$ cat src/rtl/parking_pkg.sv
// Shared types and default timing constants for the parking gate arbiter and password datapath.
package parking_pkg;

  typedef enum logic [1:0] {StIdle, StAuth, StOpen, StHoldoff} state_e;
  typedef enum logic {DirEntry, DirExit} dir_e;

  localparam int unsigned DefCapacity      = 4;
  localparam int unsigned DefOpenCycles    = 126829120;
  localparam int unsigned DefTimeoutCycles = 1000000000;

endpackage

$ cat src/rtl/parking_timer.sv
// Loadable down-counter; expire_o is high while the count sits at zero.
module parking_timer #(
  parameter int unsigned Width = 32
) (
  input  logic             clk_i,
  input  logic             rst_i,
  input  logic             load_i,
  input  logic [Width-1:0] load_val_i,
  output logic             expire_o
);

  logic [Width-1:0] cnt_q, cnt_d;

  always_comb begin
    cnt_d = cnt_q;
    if (load_i) begin
      cnt_d = load_val_i;
    end else if (cnt_q != '0) begin
      cnt_d = cnt_q - 1'b1;
    end
  end

  always_ff @(posedge clk_i) begin
    if (rst_i) begin
      cnt_q <= '0;
    end else begin
      cnt_q <= cnt_d;
    end
  end

  assign expire_o = (cnt_q == '0);

endmodule

$ cat src/rtl/parking_gate_arbiter.sv
// Round-robin arbiter sharing one barrier gate and password checker between entrance and exit.
module parking_gate_arbiter
  import parking_pkg::*;
#(
  parameter int unsigned CAPACITY       = DefCapacity,
  parameter int unsigned OPEN_CYCLES    = DefOpenCycles,
  parameter int unsigned TIMEOUT_CYCLES = DefTimeoutCycles,
  parameter int unsigned CNT_W          = $clog2(CAPACITY + 1)
) (
  input  logic             clk,
  input  logic             reset_n,
  input  logic             sensor_entrance,
  input  logic             sensor_exit,
  input  logic             auth_done,
  input  logic             auth_ok,
  output logic             grant_entry,
  output logic             grant_exit,
  output logic             gate_open,
  output logic             busy,
  output logic             full,
  output logic             empty,
  output logic [CNT_W-1:0] num_cars
);

  state_e           state_q, state_d;
  dir_e             dir_q, dir_d;
  dir_e             last_q, last_d;
  logic [CNT_W-1:0] cars_q, cars_d;
  logic             elig_ent, elig_ext, served_sensor;
  logic             tmr_load, tmr_expire;
  logic [31:0]      tmr_val;

  assign elig_ent      = sensor_entrance && (cars_q < CNT_W'(CAPACITY));
  assign elig_ext      = sensor_exit && (cars_q != '0);
  assign served_sensor = (dir_q == DirEntry) ? sensor_entrance : sensor_exit;

  always_comb begin
    state_d = state_q;
    dir_d   = dir_q;
    last_d  = last_q;
    cars_d  = cars_q;
    unique case (state_q)
      StIdle: begin
        // On a tie the lane that lost last time wins.
        if (elig_ent && (!elig_ext || last_q == DirExit)) begin
          state_d = StAuth;
          dir_d   = DirEntry;
          last_d  = DirEntry;
        end else if (elig_ext) begin
          state_d = StAuth;
          dir_d   = DirExit;
          last_d  = DirExit;
        end
      end
      StAuth: begin
        // auth_done beats a timeout landing on the same cycle.
        if (auth_done) begin
          if (auth_ok) begin
            state_d = StOpen;
            cars_d  = (dir_q == DirEntry) ? cars_q + 1'b1 : cars_q - 1'b1;
          end else begin
            state_d = StHoldoff;
          end
        end else if (tmr_expire) begin
          state_d = StHoldoff;
        end
      end
      StOpen: begin
        if (tmr_expire) state_d = StHoldoff;
      end
      StHoldoff: begin
        if (!served_sensor) state_d = StIdle;
      end
      default: state_d = StIdle;
    endcase
  end

  // Timer reloads on every state change so one counter covers both AUTH and OPEN.
  assign tmr_load = (state_d != state_q);
  assign tmr_val  = (state_d == StOpen) ? OPEN_CYCLES - 1 : TIMEOUT_CYCLES - 1;

  parking_timer #(
    .Width (32)
  ) u_timer (
    .clk_i      (clk),
    .rst_i      (reset_n),
    .load_i     (tmr_load),
    .load_val_i (tmr_val),
    .expire_o   (tmr_expire)
  );

  always_ff @(posedge clk) begin
    if (reset_n) begin
      state_q     <= StIdle;
      dir_q       <= DirEntry;
      last_q      <= DirExit;
      cars_q      <= '0;
      grant_entry <= 1'b0;
      grant_exit  <= 1'b0;
      gate_open   <= 1'b0;
      busy        <= 1'b0;
      full        <= 1'b0;
      empty       <= 1'b1;
    end else begin
      state_q     <= state_d;
      dir_q       <= dir_d;
      last_q      <= last_d;
      cars_q      <= cars_d;
      grant_entry <= (state_d == StAuth) && (dir_d == DirEntry);
      grant_exit  <= (state_d == StAuth) && (dir_d == DirExit);
      gate_open   <= (state_d == StOpen);
      busy        <= (state_d != StIdle);
      full        <= (cars_d == CNT_W'(CAPACITY));
      empty       <= (cars_d == '0);
    end
  end

  assign num_cars = cars_q;

endmodule

$ cat config.mk
export PLATFORM = sky130hd
export DESIGN_NAME = parking_gate_arbiter
export DESIGN_NICKNAME = d
export VERILOG_FILES = /design/src/rtl/parking_pkg.sv /design/src/rtl/parking_timer.sv /design/src/rtl/parking_gate_arbiter.sv
export SDC_FILE = /design/constraint.sdc
export NUM_CORES = 1
export LEC_CHECK = 0
export ABC_AREA = 1
export ABC_CLOCK_PERIOD_IN_PS = 5500
export CAP_MARGIN = 20
export CORE_ASPECT_RATIO = 1.5
export CORE_MARGIN = 3
export CORE_UTILIZATION = 65
export DETAILED_ROUTE_END_ITERATION = 6
export PLACE_DENSITY = 0.94
export SLEW_MARGIN = 20
export SYNTH_ARGS = -nofsm -noshare
export SYNTH_HDL_FRONTEND = slang
export SYNTH_HIERARCHICAL = 1
export SYNTH_SLANG_ARGS = --single-unit
$ cat constraint.sdc
create_clock -name clk -period 5.5 [get_ports clk]
set_input_delay 0.825 -clock clk [delete_from_list [all_inputs] [get_ports clk]]
set_output_delay 0.825 -clock clk [all_outputs]
set_load 0.01 [all_outputs]
Yosys cells after proc, flatten, opt, wreduce, memory -nomap -nowiden
Index checks and enable logic that the tools add are counted.
- register bits after elaboration: 45
- latch bits: 0
- bits in writable memories: 0
- memory bits (read-only): 0
- bits of input ports: 6
- output and inout port bits: 9
- word-level logic and storage cells: 59
- memories kept: 0
- add/sub/neg operators: 3
- $mul: 0
- divide/modulo/power cells: 0
- order comparisons: 1
- equal/unequal tests: 7
- shift-type cells: 0
- mux-type cells: 20
- bitwise gates (word level): 1
- reductions and logical operators: 16
- operator list (kind ; count):
    $mux 32 ; 2
    $logic_not 32->1 ; 1
    $reduce_bool 32->1 ; 1
    $sub 32x1->32 const B ; 1
    $mux 30 ; 1
    $mux 3 ; 4
    $mux 2 ; 5
    $pmux 2 s4 ; 1
    $mux 1 ; 7
    $eq 2x2->1 const B ; 3
    $reduce_bool 2->1 ; 3
    $logic_and 1x1->1 ; 5
    $eq 2x1->1 const B ; 2
    $add 3x1->3 const B ; 1
    $eq 3x3->1 const B ; 1
    $logic_not 3->1 ; 1
    $lt 3x3->1 const B ; 1
    $reduce_bool 3->1 ; 1
    $sub 3x1->3 const B ; 1
    $logic_not 2->1 ; 1
    $ne 2x2->1 ; 1
    $reduce_and 2->1 ; 1
    $logic_not 1->1 ; 1
    $logic_or 1x1->1 ; 1
    $not 1->1 ; 1

Logic depth before layout (Yosys ltp)
- depth in word-level cells: 10
- gate-level depth with buffers: 23
- mapped depth without buffers: 20

Hierarchy
Netlist, hierarchy kept.
- modules (own cells, without submodules) (module ; instances ; cells each ; area an instance (um2) ; seq. area each (um2)):
    parking_timer ; 1 ; 365 ; 2192.1 ; 640.6
    parking_gate_arbiter ; 1 ; 98 ; 640.6 ; 260.2

Worst setup path before layout
OpenSTA, ideal clock, no wires.
- kind: reg2reg
- start: register u_timer.cnt_q[0]
- end: register u_timer.cnt_q[18]
- library setup time: 128 ps
- data arrival time: 2527 ps
- required time: 5372 ps
- path slack: 2845 ps
- stages on the path, launching flop included: 22
- buffers on the path: 3
- clock period less this slack: 2655 ps
- path through: dfxtp_1 -> inv_1 -> ha_1 -> buf_2 -> nand2_2 -> nor2_8 -> nand2_2 -> nor2_1 -> nand2_1 -> nor2_1 -> nand3_1 -> nand2_1 -> nor2_1 -> nand3_2 -> nand2_1 -> nand3_1 -> buf_2 -> inv_1 -> buf_2 -> or2_2 -> nand3_1 -> nor2_1
- elaborated cells between the ends (all ways): 12
- those cells by class: add/sub: 1; eq/ne: 2; mux: 6; reduce/logical: 3
- RTL lines (item ; line ; RTL):
    from (decl) ; parking_timer.sv:12 ; logic [Width-1:0] cnt_q, cnt_d;
    from (signal assigned) ; parking_timer.sv:27 ; cnt_q <= cnt_d;
    $logic_not 32->1 (*) ; parking_timer.sv:31 ; assign expire_o = (cnt_q == '0);
    named net tmr_expire ; parking_gate_arbiter.sv:30 ; logic tmr_load, tmr_expire;
    $mux 2 (*) ; parking_gate_arbiter.sv:64, parking_gate_arbiter.sv:69 ;
    $mux 2 ; parking_gate_arbiter.sv:57 ; if (auth_done) begin
    $pmux 2 s4 (*) ; parking_gate_arbiter.sv:42 ; unique case (state_q)
    $ne 2x2->1 (*) ; parking_gate_arbiter.sv:79 ; assign tmr_load = (state_d != state_q);
    named net tmr_load ; parking_gate_arbiter.sv:30 ;
    $mux 32 / $reduce_bool 2->1 (equally long branches) ; n/a ;
The timed path passes the listed nets; every way through them passes the cells marked *. The select of a mux whose other input is x is not followed.
A chain may end at the register's enable or synchronous reset.

Worst setup path in the final report
- start: register u_timer.cnt_q[0]
- end: register u_timer.cnt_q[10]
Same word-level chain as after synthesis.

==> results.cfg <==
[drt]
num_vias = 2961
wl_um = 7030
drtPass1Iterations = 5
wl_met2_um = 3570
drc = 0
top_layer = met4
wl_per_cell_um = 13.1
wl_met1_um = 2700
via_per_inst = 5.51
wl_met3_um = 299
first_iter_violations = 142
ant_nets = 0

[synthesis]
synth_top_cell_by_area = dfxtp_1
syn_avg_cell_area_um2 = 6.12
synthCells = 463
synthTopCellsByCount = 143 x nand2_1, 85 x nor2_1, 49 x inv_1
synth_most_common_cell = nand2_1
ys_warn_count = 6
synth_seq_cells = 45
synth.area.top_cells = dfxtp_1 32%, nand2_1 19%, nor2_1 11%, inv_1 6.5%, nand3_1 5.3%
yosysSeqAreaShare_pct = 31.8
synth_edf_count = 0
synth_flop_cell = dfxtp_1
synth_cell_types = 32
async_reset_ff_share_pct = 0
synth_top_cell_area_share_pct = 31.8
netlist_area_um2 = 2830

[worst_setup_path]
crit_buf_inv = 3
startpoint = u_timer/cnt_q[0]
worstPathMaxFanout = 27
cp.depth = 19
path_common_cell = nand2_2
cp.arrival_ns = 3.74
reg2reg_from = u_timer/cnt_q[0]
slowest_stage = inv_1
crit_chain = inv_1 -> ha_1 -> nand2_2 -> nor2_8 -> nand2_2 -> nor2_1 -> nand2_1 -> nor2_1 -> nand3_1 -> nand2_1 -> nor2_1 -> nand3_2 -> nand2_1 -> nand3_1 -> buf_4 -> inv_1 -> nand2_2 -> nand2_2 -> a21oi_1
worst_ep_required_time_ns = 5.73
end_kind = register
critPathTopFamily = simple AND/OR/NAND/NOR gates
critical_path_class = register to register
cp-start-kind = register
ff2ff_path_depth = 19
cpPeakStageDelay_ns = 0.41

[global_routing]
grt_usage_pct = 30.2
grt-ovfl-total = 0
grt_pass1_vias = 2910
grt_max_degree = 35
grt_pass1_wl_um = 12200
grt_antenna_before_repair = 0

[die]
start_util_pct = 69.7
die_area_um2 = 5200
die_h_um = 86.9
fp.dieW_um = 59.9
pin_count = 15
coreArea_um2 = 4060
rows = 28

[timing]
hold_viol_final = 0
fmax_mhz = 285
min_period_ns = 3.51
setup_viol = 0
tightest_slew_ns = 0.715
rsz0062_at_grt = no
finClkSkew_ns = 0.00486
timing.final.crit_share_pct = 63.9
setup_tns_ns = 0
max_slew_margin_pct = 52.3
finalMaxSlewViolations = 0
hold_slack_ns = 0.486

[status]
status = finished clean

[place]
place.port_buffers = 14
gp_congestion = 0.964
post-dp-hpwl_um = 5200

[clock_network]
numClockSinks = 45
clock_latency_ns = 0.29
clkTransAtPathRegs_ns = 0.08
cts_tree = done
cts_resized = 0
cts_root_buffer = clkbuf_8
hold_buffers = 0
clockBufferDepth = 2
cts_made_buffers = 5
htree_levels = 2
postCtsSetupRepairBufs = 0

[pwr]
peakVddDrop_mv = 0.301
p_per_area_nw_per_um2 = 391
p_leak_uw = 0.00150

[min_path]
hp-class = register to register
whs_path_depth = 2
min_from = u_timer/cnt_q[1]

[finish]
num-nets-final = 500
final_util_pct = 77.6
diodes = 0
syn2layout_area_growth_pct = 11.4
drive_gt1_share_pct = 7.93

[flow_run]
cap_viol_max_count = 0
[cell type report]
| class | count | area, um2 |
|---|---|---|
| clock buffers | 5 | 68.8 |
| clock inverters | 2 | 35.0 |
| multi-input cells | 372 | 1740 |
| well taps | 45 | 56.3 |
| repair buffers | 16 | 155 |
| inverters | 52 | 195 |
| flip-flops and latches | 45 | 901 |
| fillers | 316 | 908 |
[worst reg2reg max path, stage by stage (launching register included)]
cell and delay [ns]:
dfxtp_1 0.33, inv_1 0.09, ha_1 0.32, nand2_2 0.15
nor2_8 0.20, nand2_2 0.09, nor2_1 0.10, nand2_1 0.06
nor2_1 0.19, nand3_1 0.11, nand2_1 0.09, nor2_1 0.06
nand3_2 0.13, nand2_1 0.08, nand3_1 0.08, buf_4 0.31
inv_1 0.41, nand2_2 0.37, nand2_2 0.14, a21oi_1 0.14
[logic make-up after synthesis]
kind of cell,synth area share [%]
DFF,31.8
buffers and inverters,8.88
AOI/OAI and AO/OA,7.64
muxes,0.707
adders and majority gates,1.15
xor gates and xnor gates,4.33
other,0.265
and+or+nand+nor,45.2
[through the flow]
stage	setup WS, ns	power, uW	cell area [um2]	instances
after floorplan	2.85	864	2900	480
final	1.99	1230	3160	537
after global placement	2.11	964	3050	530
after detailed placement	2.02	980	3050	530
after CTS	2.03	1230	3160	537
after global routing	1.63	1330	3160	537
[placed cells by master, fill, tap and decap left out]
cell type,synthesis,layout
xnor2_1,6,6
nand2_2,6,6
mux2i_1,2,2
o21ai_0,12,12
or2_2,7,7
buf_4,1,2
a211oi_1,1,1
nand3_1,30,30
nand3_2,1,1
a21oi_2,1,1
bufinv_16,0,1
inv_2,3,3
clkinv_2,0,1
fa_1,1,1
nor3_1,2,2
o21bai_1,1,1
nor2_1,85,85
nor2_8,1,1
conb_1,2,19
dfxtp_1,45,45
o211ai_1,3,3
clkbuf_8,0,5
nor2_2,7,7
inv_1,49,49
xor2_1,8,8
clkdlybuf4s50_1,0,14
a21oi_1,22,22
nand4_1,7,7
nand3_4,1,1
nand3b_1,2,2
ha_1,1,1
nor2_4,3,3
nand2_1,143,143
[final timing paths]
| kind | slack, ns | end |
|---|---|---|
| worst max register to register | 1.99 | u_timer/cnt_q[10] |
| worst min-delay path | 0.49 | u_timer/cnt_q[1] |
| worst max-delay path | 1.99 | u_timer/cnt_q[10] |
| worst min register to register | 0.49 | u_timer/cnt_q[1] |
[sequential cells by signal, summed over array words and instances, names as in the netlist]
| name | flops |
|---|---|
| full | 1 |
| last_q | 1 |
| dir_q | 1 |
| empty | 1 |
| grant_entry | 1 |
| gate_open | 1 |
| grant_exit | 1 |
| busy | 1 |
| u_timer/cnt_q | 32 |
| num_cars | 3 |
| state_q | 2 |
[routing by layer]
layer / GRT usage, % / up-vias
met5: 0 / -
met4: 21.0 / 0
met3: 5.34 / 41
met2: 52.6 / 109
met1: 31.4 / 1331
li1: - / 1480
[where the power goes]
group          internal [uW]  switching, uW  total [uW]
Combinational            184            361         545
Sequential               386           61.6         448
Clock                    132            109         241
Total                    702            532        1230
Power figures use the tool's default switching activity.
